==> config.mk <==
export PLATFORM = sky130hd
export DESIGN_NAME = mem_port_arbiter
export DESIGN_NICKNAME = d
export VERILOG_FILES = /design/src/rtl/mem_port_arbiter.sv
export SDC_FILE = /design/constraint.sdc
export NUM_CORES = 1
export LEC_CHECK = 0
export ABC_AREA = 1
export BUFFER_PORTS_ARGS = -buffer_cell sky130_fd_sc_hd__buf_2
export CELL_PAD_IN_SITES_DETAIL_PLACEMENT = 1
export CELL_PAD_IN_SITES_GLOBAL_PLACEMENT = 2
export CORE_AREA = 4 4 291 293
export DETAILED_ROUTE_END_ITERATION = 8
export DIE_AREA = 0 0 295 297
export PLACE_DENSITY_LB_ADDON = 0.1
export SLEW_MARGIN = 20
export SYNTH_ARGS = -nofsm -noshare
export SYNTH_HDL_FRONTEND = slang
export SYNTH_SLANG_ARGS = --single-unit
==> constraint.sdc <==
create_clock -name i_clk -period 1.67 [get_ports i_clk]
set_input_delay 0.334 -clock i_clk [delete_from_list [all_inputs] [get_ports i_clk]]
set_output_delay 0.334 -clock i_clk [all_outputs]
set_load 0.03 [all_outputs]
==> src/rtl/mem_port_arbiter.sv <==
// Shares one memory-controller port between the I-cache (line fills) and the
// D-cache (fills and write-backs). One transaction in flight at a time,
// round-robin arbitration between the two requesters, and each response is
// routed back to the requester that issued the request.
module mem_port_arbiter #(
    parameter int unsigned XLEN   = 32,
    parameter int unsigned LINE_W = 128
) (
    input  logic              i_clk,
    input  logic              i_reset,

    input  logic              i_ic_req_valid,
    output logic              o_ic_req_ready,
    input  logic [XLEN-1:0]   i_ic_addr,
    output logic              o_ic_resp_valid,
    output logic [LINE_W-1:0] o_ic_resp_data,

    input  logic              i_dc_req_valid,
    output logic              o_dc_req_ready,
    input  logic [XLEN-1:0]   i_dc_addr,
    input  logic              i_dc_we,
    input  logic [LINE_W-1:0] i_dc_wdata,
    output logic              o_dc_resp_valid,
    output logic [LINE_W-1:0] o_dc_resp_data,

    output logic              o_mem_req_valid,
    input  logic              i_mem_req_ready,
    output logic [XLEN-1:0]   o_mem_addr,
    output logic              o_mem_we,
    output logic [LINE_W-1:0] o_mem_wdata,
    input  logic              i_mem_resp_valid,
    input  logic [LINE_W-1:0] i_mem_resp_data,

    output logic              o_busy,
    output logic              o_owner_dc
);

    localparam logic [1:0] IDLE = 2'd0;
    localparam logic [1:0] REQ  = 2'd1;
    localparam logic [1:0] RESP = 2'd2;

    logic [1:0]        state_q;
    logic [1:0]        state_d;
    logic              last_dc_q;
    logic              owner_dc_q;
    logic [XLEN-1:0]   addr_q;
    logic              we_q;
    logic [LINE_W-1:0] wdata_q;
    logic              ic_resp_valid_q;
    logic [LINE_W-1:0] ic_resp_data_q;
    logic              dc_resp_valid_q;
    logic [LINE_W-1:0] dc_resp_data_q;

    logic              grant_ic_c;
    logic              grant_dc_c;
    logic              accept_c;
    logic              resp_done_c;

    // Round-robin: on a tie the requester not granted last time wins.
    assign grant_ic_c  = i_ic_req_valid && (!i_dc_req_valid || last_dc_q);
    assign grant_dc_c  = i_dc_req_valid && (!i_ic_req_valid || !last_dc_q);
    assign accept_c    = (state_q == IDLE) && (grant_ic_c || grant_dc_c);
    assign resp_done_c = (state_q == RESP) && i_mem_resp_valid;

    // State register.
    always_ff @(posedge i_clk or negedge i_reset) begin
        if (!i_reset) begin
            state_q <= IDLE;
        end else begin
            state_q <= state_d;
        end
    end

    // Next-state logic and request-side readies (only offered in IDLE).
    always_comb begin
        state_d        = state_q;
        o_ic_req_ready = 1'b0;
        o_dc_req_ready = 1'b0;
        case (state_q)
            IDLE: begin
                o_ic_req_ready = grant_ic_c;
                o_dc_req_ready = grant_dc_c;
                if (grant_ic_c || grant_dc_c) begin
                    state_d = REQ;
                end
            end
            REQ: begin
                if (i_mem_req_ready) begin
                    state_d = RESP;
                end
            end
            RESP: begin
                if (i_mem_resp_valid) begin
                    state_d = IDLE;
                end
            end
            default: begin
                state_d = IDLE;
            end
        endcase
    end

    // Latch the granted request and register the routed response pulse.
    always_ff @(posedge i_clk or negedge i_reset) begin
        if (!i_reset) begin
            last_dc_q       <= 1'b0;
            owner_dc_q      <= 1'b0;
            addr_q          <= '0;
            we_q            <= 1'b0;
            wdata_q         <= '0;
            ic_resp_valid_q <= 1'b0;
            ic_resp_data_q  <= '0;
            dc_resp_valid_q <= 1'b0;
            dc_resp_data_q  <= '0;
        end else begin
            ic_resp_valid_q <= 1'b0;
            dc_resp_valid_q <= 1'b0;
            if (accept_c) begin
                owner_dc_q <= grant_dc_c;
                last_dc_q  <= grant_dc_c;
                if (grant_dc_c) begin
                    addr_q  <= i_dc_addr;
                    we_q    <= i_dc_we;
                    wdata_q <= i_dc_we ? i_dc_wdata : '0;
                end else begin
                    addr_q  <= i_ic_addr;
                    we_q    <= 1'b0;
                    wdata_q <= '0;
                end
            end
            if (resp_done_c) begin
                if (owner_dc_q) begin
                    dc_resp_valid_q <= 1'b1;
                    dc_resp_data_q  <= we_q ? '0 : i_mem_resp_data;
                end else begin
                    ic_resp_valid_q <= 1'b1;
                    ic_resp_data_q  <= i_mem_resp_data;
                end
            end
        end
    end

    assign o_mem_req_valid = (state_q == REQ);
    assign o_busy          = (state_q != IDLE);
    assign o_owner_dc      = owner_dc_q;
    assign o_mem_addr      = addr_q;
    assign o_mem_we        = we_q;
    assign o_mem_wdata     = wdata_q;
    assign o_ic_resp_valid = ic_resp_valid_q;
    assign o_ic_resp_data  = ic_resp_data_q;
    assign o_dc_resp_valid = dc_resp_valid_q;
    assign o_dc_resp_data  = dc_resp_data_q;

endmodule

==> flow_summary.toml, run 1 <==
[placement]
dpl.hpwl_microns = 61700
port_buffers = 750
gp_congestion = 0.8200
placed_cells = 3684
placed_cell_area_sq_um = 22180

[hold_path]
hold_start = "i_dc_wdata[24]"
hold_path_end = "o_mem_wdata[24]$_DFFE_PN0P_"
hold_class = "in2reg"
holdPathStages = 3

[detailed_routing]
post_drt_wl_per_cell_microns = 21.74
drcViolationCount = 0
drt_iter0_markers = 597
drt_first_pass_iters = 5
drt-vias-per-instance = 4.196
wl_met3_microns = 5544
met2WireLength_microns = 44660
top_layer = "met5"
ant_nets = 0
route.vias.total = 17198
wl_met1_microns = 36020
drt_wl_total_microns = 89130

[outcome]
status = "complete, but fails checks"
violations = "negative setup slack"

[setup_path]
required_ns = 1.34
criticalPathCategory = "reg2out"
r2r_setup_slack_ns = -0.10
reg2reg_to = "o_ic_resp_data[35]$_DFFE_PN0P_"
cp-startpoint = "state_q[1]$_DFFE_PN0P_"
crit_path_start_kind = "flop"
r2r_cells = 9
timing.rr.start = "state_q[0]$_DFFE_PN0P_"
crit_path_max_fanout = 2
arrival_ns = 1.55
end_kind = "output port"

[synthesis]
synth.area.mux_share = 0
yosysWarnings = 0
ys_async_sr_fraction = 1.000
netlist_area_sq_um = 16730
ys_top_cells_by_area = "dfrtp_1 (63%), nand2_1 (24%), nand3_1 (4.8%), o21ai_0 (3.1%), buf_2 (1.7%)"
synth_most_common_cell = "nand2_1"
postSynthCellCount = 1923
ys_ff_latch = 422
syn_avg_cell_area_sq_um = 8.700
synth_edf_count = 0
synth-xor-area-share = 0
synthTopCellsByCount = "nand2_1 (1062), dfrtp_1 (422), nand3_1 (162)"
synthFlopType = "dfrtp_1"
yosys.area_share.simple = 0.2906
synth.distinct_cells = 21
yosysTopAreaCellShare = 0.6312
synth_compound_area_frac = 0.03971
yosysTopAreaCell = "dfrtp_1"
syn_nets = 2250
synth-adder-area-share = 0
synth_top_family_by_area = "simple AND/OR/NAND/NOR gates"
ys_seq_area_frac = 0.6312

[power_and_ir_drop]
p_int_mw = 28.95
power_density_nw_per_um2 = 1978
vdd_drop_max_mv = 0.7989
clockPowerShare = 0.207
seqPwrFrac = 0.310
comb_power_share = 0.483
p_leak_nw = 15.39
swShare = 0.4716
p_sw_mw = 25.84

[cts]
clock_latency_ns = 0.60
root_buffer = "clkbuf_16"
cts_buffer_depth = 3
htree_levels = 2
cts_tree = "built"
clkSinkCount = 422
clkTransAtPathRegs_ns = 0.05
cts_buffers = 54

[final_layout]
drive_gt1_frac = 0.3323
fin_cells = 4099
stdcell_area_sq_um = 27700
syn_to_final_growth_pct = 65.58
fin_nets = 3308
final_core_util = 0.3385

[die]
die-area_sq_um = 87620
num_io_pins = 751
fp-row-count = 105
start_util = 0.2044
coreArea_sq_um = 81850
die_height_microns = 297
die_w_microns = 295

[sta]
hold_viol_final = 0
rsz0062_at_grt = "yes"
tns_ns = -2.411
finalWorstSetupSlack_ns = -0.2132
slew_violations = 0
fmax_mhz = 531.0
skew_ns = 0.02676
post-route-period-util = 1.128
slew_headroom = 0.6766
period_needed_ns = 1.883
setup_violations = 40
hold_slack_ns = 0.04072
worst_pin_slew_ns = 0.4851

[job]
max_cap_violations = 0

[global_route]
antenna_found_initial = 10
grtUsageTotal = 0.1843
grt_start_max_net_pins = 75
grt_pass1_vias = 18552
grt_overflow = 0
grt_pass1_wl_microns = 122600
==> per-layer routing <==
layer	vias up	global-route usage
met5	-	0
met4	4	0.05949
met3	119	0.05010
met2	495	0.3319
met1	8405	0.2106
li1	8175	-
==> cell usage in the layout, fill, tap and decap left out, drive strengths merged <==
cell type | Yosys | final
dfrtp | 422 | 422
inv | 9 | 10
nor2 | 6 | 6
clkinv | 0 | 7
o21ai | 129 | 129
o31ai | 1 | 1
o22ai | 1 | 1
buf | 73 | 851
a21oi | 1 | 1
nand2 | 1062 | 1062
nand4 | 1 | 1
diode | 0 | 8
nand3 | 163 | 163
bufbuf | 0 | 1
clkinvlp | 0 | 1
clkbuf | 55 | 107
dlygate4sd3 | 0 | 258
==> logic make-up after synthesis <==
kind of cell,count (synthesis)
buf+inv,137
simple gates,1232
flops,422
compound gates,132
==> power by group through the flow <==
stage	clock (mW)	combinational, mW	sequential (mW)
2_1_floorplan	0	6.16	25.3
3_3_place_gp	0	24.5	17.0
3_5_place_dp	0	24.7	17.1
4_1_cts	11.8	25.8	17.0
5_1_grt	12.2	28.3	17.6
6_report	11.3	26.5	17.0
==> repair_timing <==
item                                    CTS  global route
pin swaps                                 2             4
buffers inserted                          7            17
endpoints found under the setup margin    5           246
hold endpoints to repair                628             0
hold buffers                            258             0
gates cloned                              1            28
resized for setup                        26            88
==> worst max path at each step <==
| stage | to | slack, ns |
|---|---|---|
| after floorplan | o_dc_req_ready | 0.1 |
| after CTS | o_ic_req_ready | -0.32 |
| after detailed placement | o_dc_req_ready | 0.08 |
| after global routing | o_ic_req_ready | -0.32 |
| after global placement | o_dc_req_ready | 0.10 |
| final | o_ic_req_ready | -0.21 |
==> registers in the layout (all words and copies together) (netlist names) <==
signal           count
o_dc_resp_data     128
o_dc_resp_valid      1
o_ic_resp_data     128
o_ic_resp_valid      1
o_mem_addr          32
o_mem_wdata        128
o_mem_we             1
o_owner_dc           1
state_q              2
==> area by class of cell <==
type	count	area, sq um
Tap cell	1070	1339
Antenna cell	8	20.02
Clock buffer	87	1635
Sequential cell	422	10560
Multi-Input combinational cell	1364	5678
Inverter	9	56.30
Clock inverter	9	66.31
Timing Repair Buffer	1130	8349
Fill cell	9682	54140
==> per-stage QoR <==
stage	setup WS, ns	power (mW)
3_5_place_dp	0.07867	41.79
6_report	-0.2132	54.79
4_1_cts	-0.3203	54.49
3_3_place_gp	0.1037	41.52
2_1_floorplan	0.09870	31.44
5_1_grt	-0.3168	58.07
==> worst max-delay path: stages, from the launching register on <==
cell and delay [ns]:
dfrtp_1 0.41, nor2_4 0.14, buf_6 0.11, nand2_4 0.04, a21oi_4 0.12, buf_6 0.15
Note: power is estimated with default switching activity, not from simulation.
==> inputs of run 2 (changes only) <==
--- a/config.mk
+++ b/config.mk
@@ -9,9 +9,9 @@
 export BUFFER_PORTS_ARGS = -buffer_cell sky130_fd_sc_hd__buf_2
 export CELL_PAD_IN_SITES_DETAIL_PLACEMENT = 1
 export CELL_PAD_IN_SITES_GLOBAL_PLACEMENT = 2
-export CORE_AREA = 4 4 291 293
+export CORE_AREA = 4 4 289 291
 export DETAILED_ROUTE_END_ITERATION = 8
-export DIE_AREA = 0 0 295 297
+export DIE_AREA = 0 0 293 295
 export PLACE_DENSITY_LB_ADDON = 0.1
 export SLEW_MARGIN = 20
 export SYNTH_ARGS = -nofsm -noshare
==> constraint.sdc (replaced) <==
create_clock -name i_clk -period 2.31 [get_ports i_clk]
set_input_delay 0.462 -clock i_clk [delete_from_list [all_inputs] [get_ports i_clk]]
set_output_delay 0.462 -clock i_clk [all_outputs]
set_load 0.03 [all_outputs]
==> flow_summary.toml, run 2 (same netlist as run 1, synthesis figures left out) <==
[outcome]
status = "finished, final reports clean"

[placement]
port_buffers = 750
gp_congestion = 0.8112
dpl.hpwl_microns = 59860

[final_layout]
layout_common_cells = "nand2_1 (1062), buf_2 (747), dfrtp_1 (422), nand3_1 (161), o21ai_0 (102)"
drive_gt1_frac = 0.3292
final_common_cell = "nand2_1"
regArea_sq_um = 10560
final_core_util = 0.2940
fin_nets = 2969
multi_input_area_sq_um = 5557
syn_to_final_growth_pct = 41.53
nFillCells = 9633

[detailed_routing]
met2WireLength_microns = 40630
drcViolationCount = 0
drt-vias-per-instance = 4.222
wl_met3_microns = 6079
post_drt_wl_per_cell_microns = 21.24
drt_iter0_markers = 601
top_layer = "met5"
drt_first_pass_iters = 5
wl_met1_microns = 29890
route.vias.total = 15876
ant_nets = 0
drt_wl_total_microns = 79880

[cts]
cts_tree = "built"
clock_latency_ns = 0.59
htree_levels = 2
cts_buffer_depth = 3
cts_buffers = 54
clkSinkCount = 422
post_cts_buffers = 0
clkTransAtPathRegs_ns = 0.06
root_buffer = "clkbuf_16"

[hold_path]
holdPathStages = 3
hold_class = "in2reg"
hold_path_end = "o_ic_resp_data[38]$_DFFE_PN0P_"
hold_start = "i_mem_resp_data[38]"

[sta]
worst_pin_slew_ns = 0.7941
fmax_mhz = 460.4
rsz0062_at_grt = "no"
period_needed_ns = 2.172
skew_ns = 0.02019
slew_headroom = 0.4706
slew_violations = 0
hold_viol_final = 0
post-route-period-util = 0.9402
setup_violations = 0
tns_ns = 0

[setup_path]
criticalPathCategory = "reg2out"
end_kind = "output port"
crit_path_max_fanout = 5
timing.rr.start = "state_q[1]$_DFFE_PN0P_"
reg2reg_to = "o_ic_resp_data[54]$_DFFE_PN0P_"
required_ns = 1.85
arrival_ns = 1.71
crit_path_start_kind = "flop"
r2r_setup_slack_ns = 0.55
r2r_cells = 7

[die]
die_height_microns = 295
die_w_microns = 293
fp-row-count = 104
coreArea_sq_um = 80550
start_util = 0.2077
die-area_sq_um = 86440
num_io_pins = 751

[power_and_ir_drop]
power_mw = 37.90
p_leak_nw = 13.62
power_density_nw_per_um2 = 1601
vdd_drop_max_mv = 0.5293

[global_route]
grt_pass1_vias = 17389
grt_pass1_wl_microns = 116900
antenna_found_initial = 32
grt_overflow = 0
grtUsageTotal = 0.1784
grt_start_max_net_pins = 129

[job]
max_cap_violations = 0
run 2: changes by cell type in the layout (fill, tap and decap cells not counted), moves of 4 or more:
cell           before   now
dlygate4sd3_1     258     1
nand2_1          1025  1062
nand2_2            36     0
buf_6              25     0
clkbuf_16          74    54
buf_4              37    19
buf_12             33    22
buf_16              8     0
o21ai_0            94   102
o21ai_1            35    27
diode_2             8    15
clkbuf_8           16    21
buf_2             743   747
buf_8               5     1
run 2: repair_timing:
| action | in CTS | in global routing |
|---|---|---|
| endpoints found under the setup margin | 0 | 1 |
| hold endpoints to repair | 28 | 0 |
| resized for setup | 0 | 2 |
| hold buffers | 1 | 0 |
run 2: metal layers:
metal	GRT usage	up-vias
li1	-	7484
met1	0.1965	7761
met2	0.3141	469
met3	0.06092	144
met4	0.07590	18
met5	0	-
run 2: cell type report:
cell class | count | area share
clock inverters | 7 | 0.004174
clock buffers | 92 | 0.07197
well taps | 1060 | 0.05601
inverters | 9 | 0.001744
diodes | 15 | 0.001585
flip-flops and latches | 422 | 0.4460
repair buffers | 791 | 0.1839
multi-input cells | 1364 | 0.2347
run 2: worst max path at each step:
stage                           start                             end  slack, ns  cells past startpoint
6_report       state_q[1]$_DFFE_PN0P_                  o_dc_req_ready       0.14                      4
3_3_place_gp           i_ic_req_valid     o_mem_wdata[54]$_DFFE_PN0P_       0.56                      8
5_1_grt        state_q[1]$_DFFE_PN0P_                  o_dc_req_ready       0.03                      4
2_1_floorplan          i_dc_req_valid                  o_ic_req_ready       0.52                      3
4_1_cts        state_q[1]$_DFFE_PN0P_                  o_dc_req_ready       0.03                      4
3_5_place_dp   state_q[1]$_DFFE_PN0P_  o_ic_resp_data[54]$_DFFE_PN0P_       0.55                      7
run 2: power by group:
part           switching [mW]  internal [mW]
clock network            3.35           5.19
registers                1.70           10.5
logic                    12.8           4.34
run 2: critical path, stage by stage (launching register included):
cell      delay [ns]
dfrtp_1         0.46
nor2_4          0.18
inv_2           0.10
nor2_4          0.16
clkbuf_4        0.24
run 2: metrics by stage:
step | hold WS [ns] | area [sq um] | worst slack (ns) | std cells
final | 0.08022 | 23680 | 0.1382 | 3760
after global routing | 0.03890 | 23680 | 0.03136 | 3759
after CTS | 0.02858 | 23630 | 0.03387 | 3745
after detailed placement | 0.4160 | 21820 | 0.5489 | 3645
after global placement | 0.4174 | 21820 | 0.5618 | 3645
after floorplan | 0.1664 | 16730 | 0.5184 | 1923
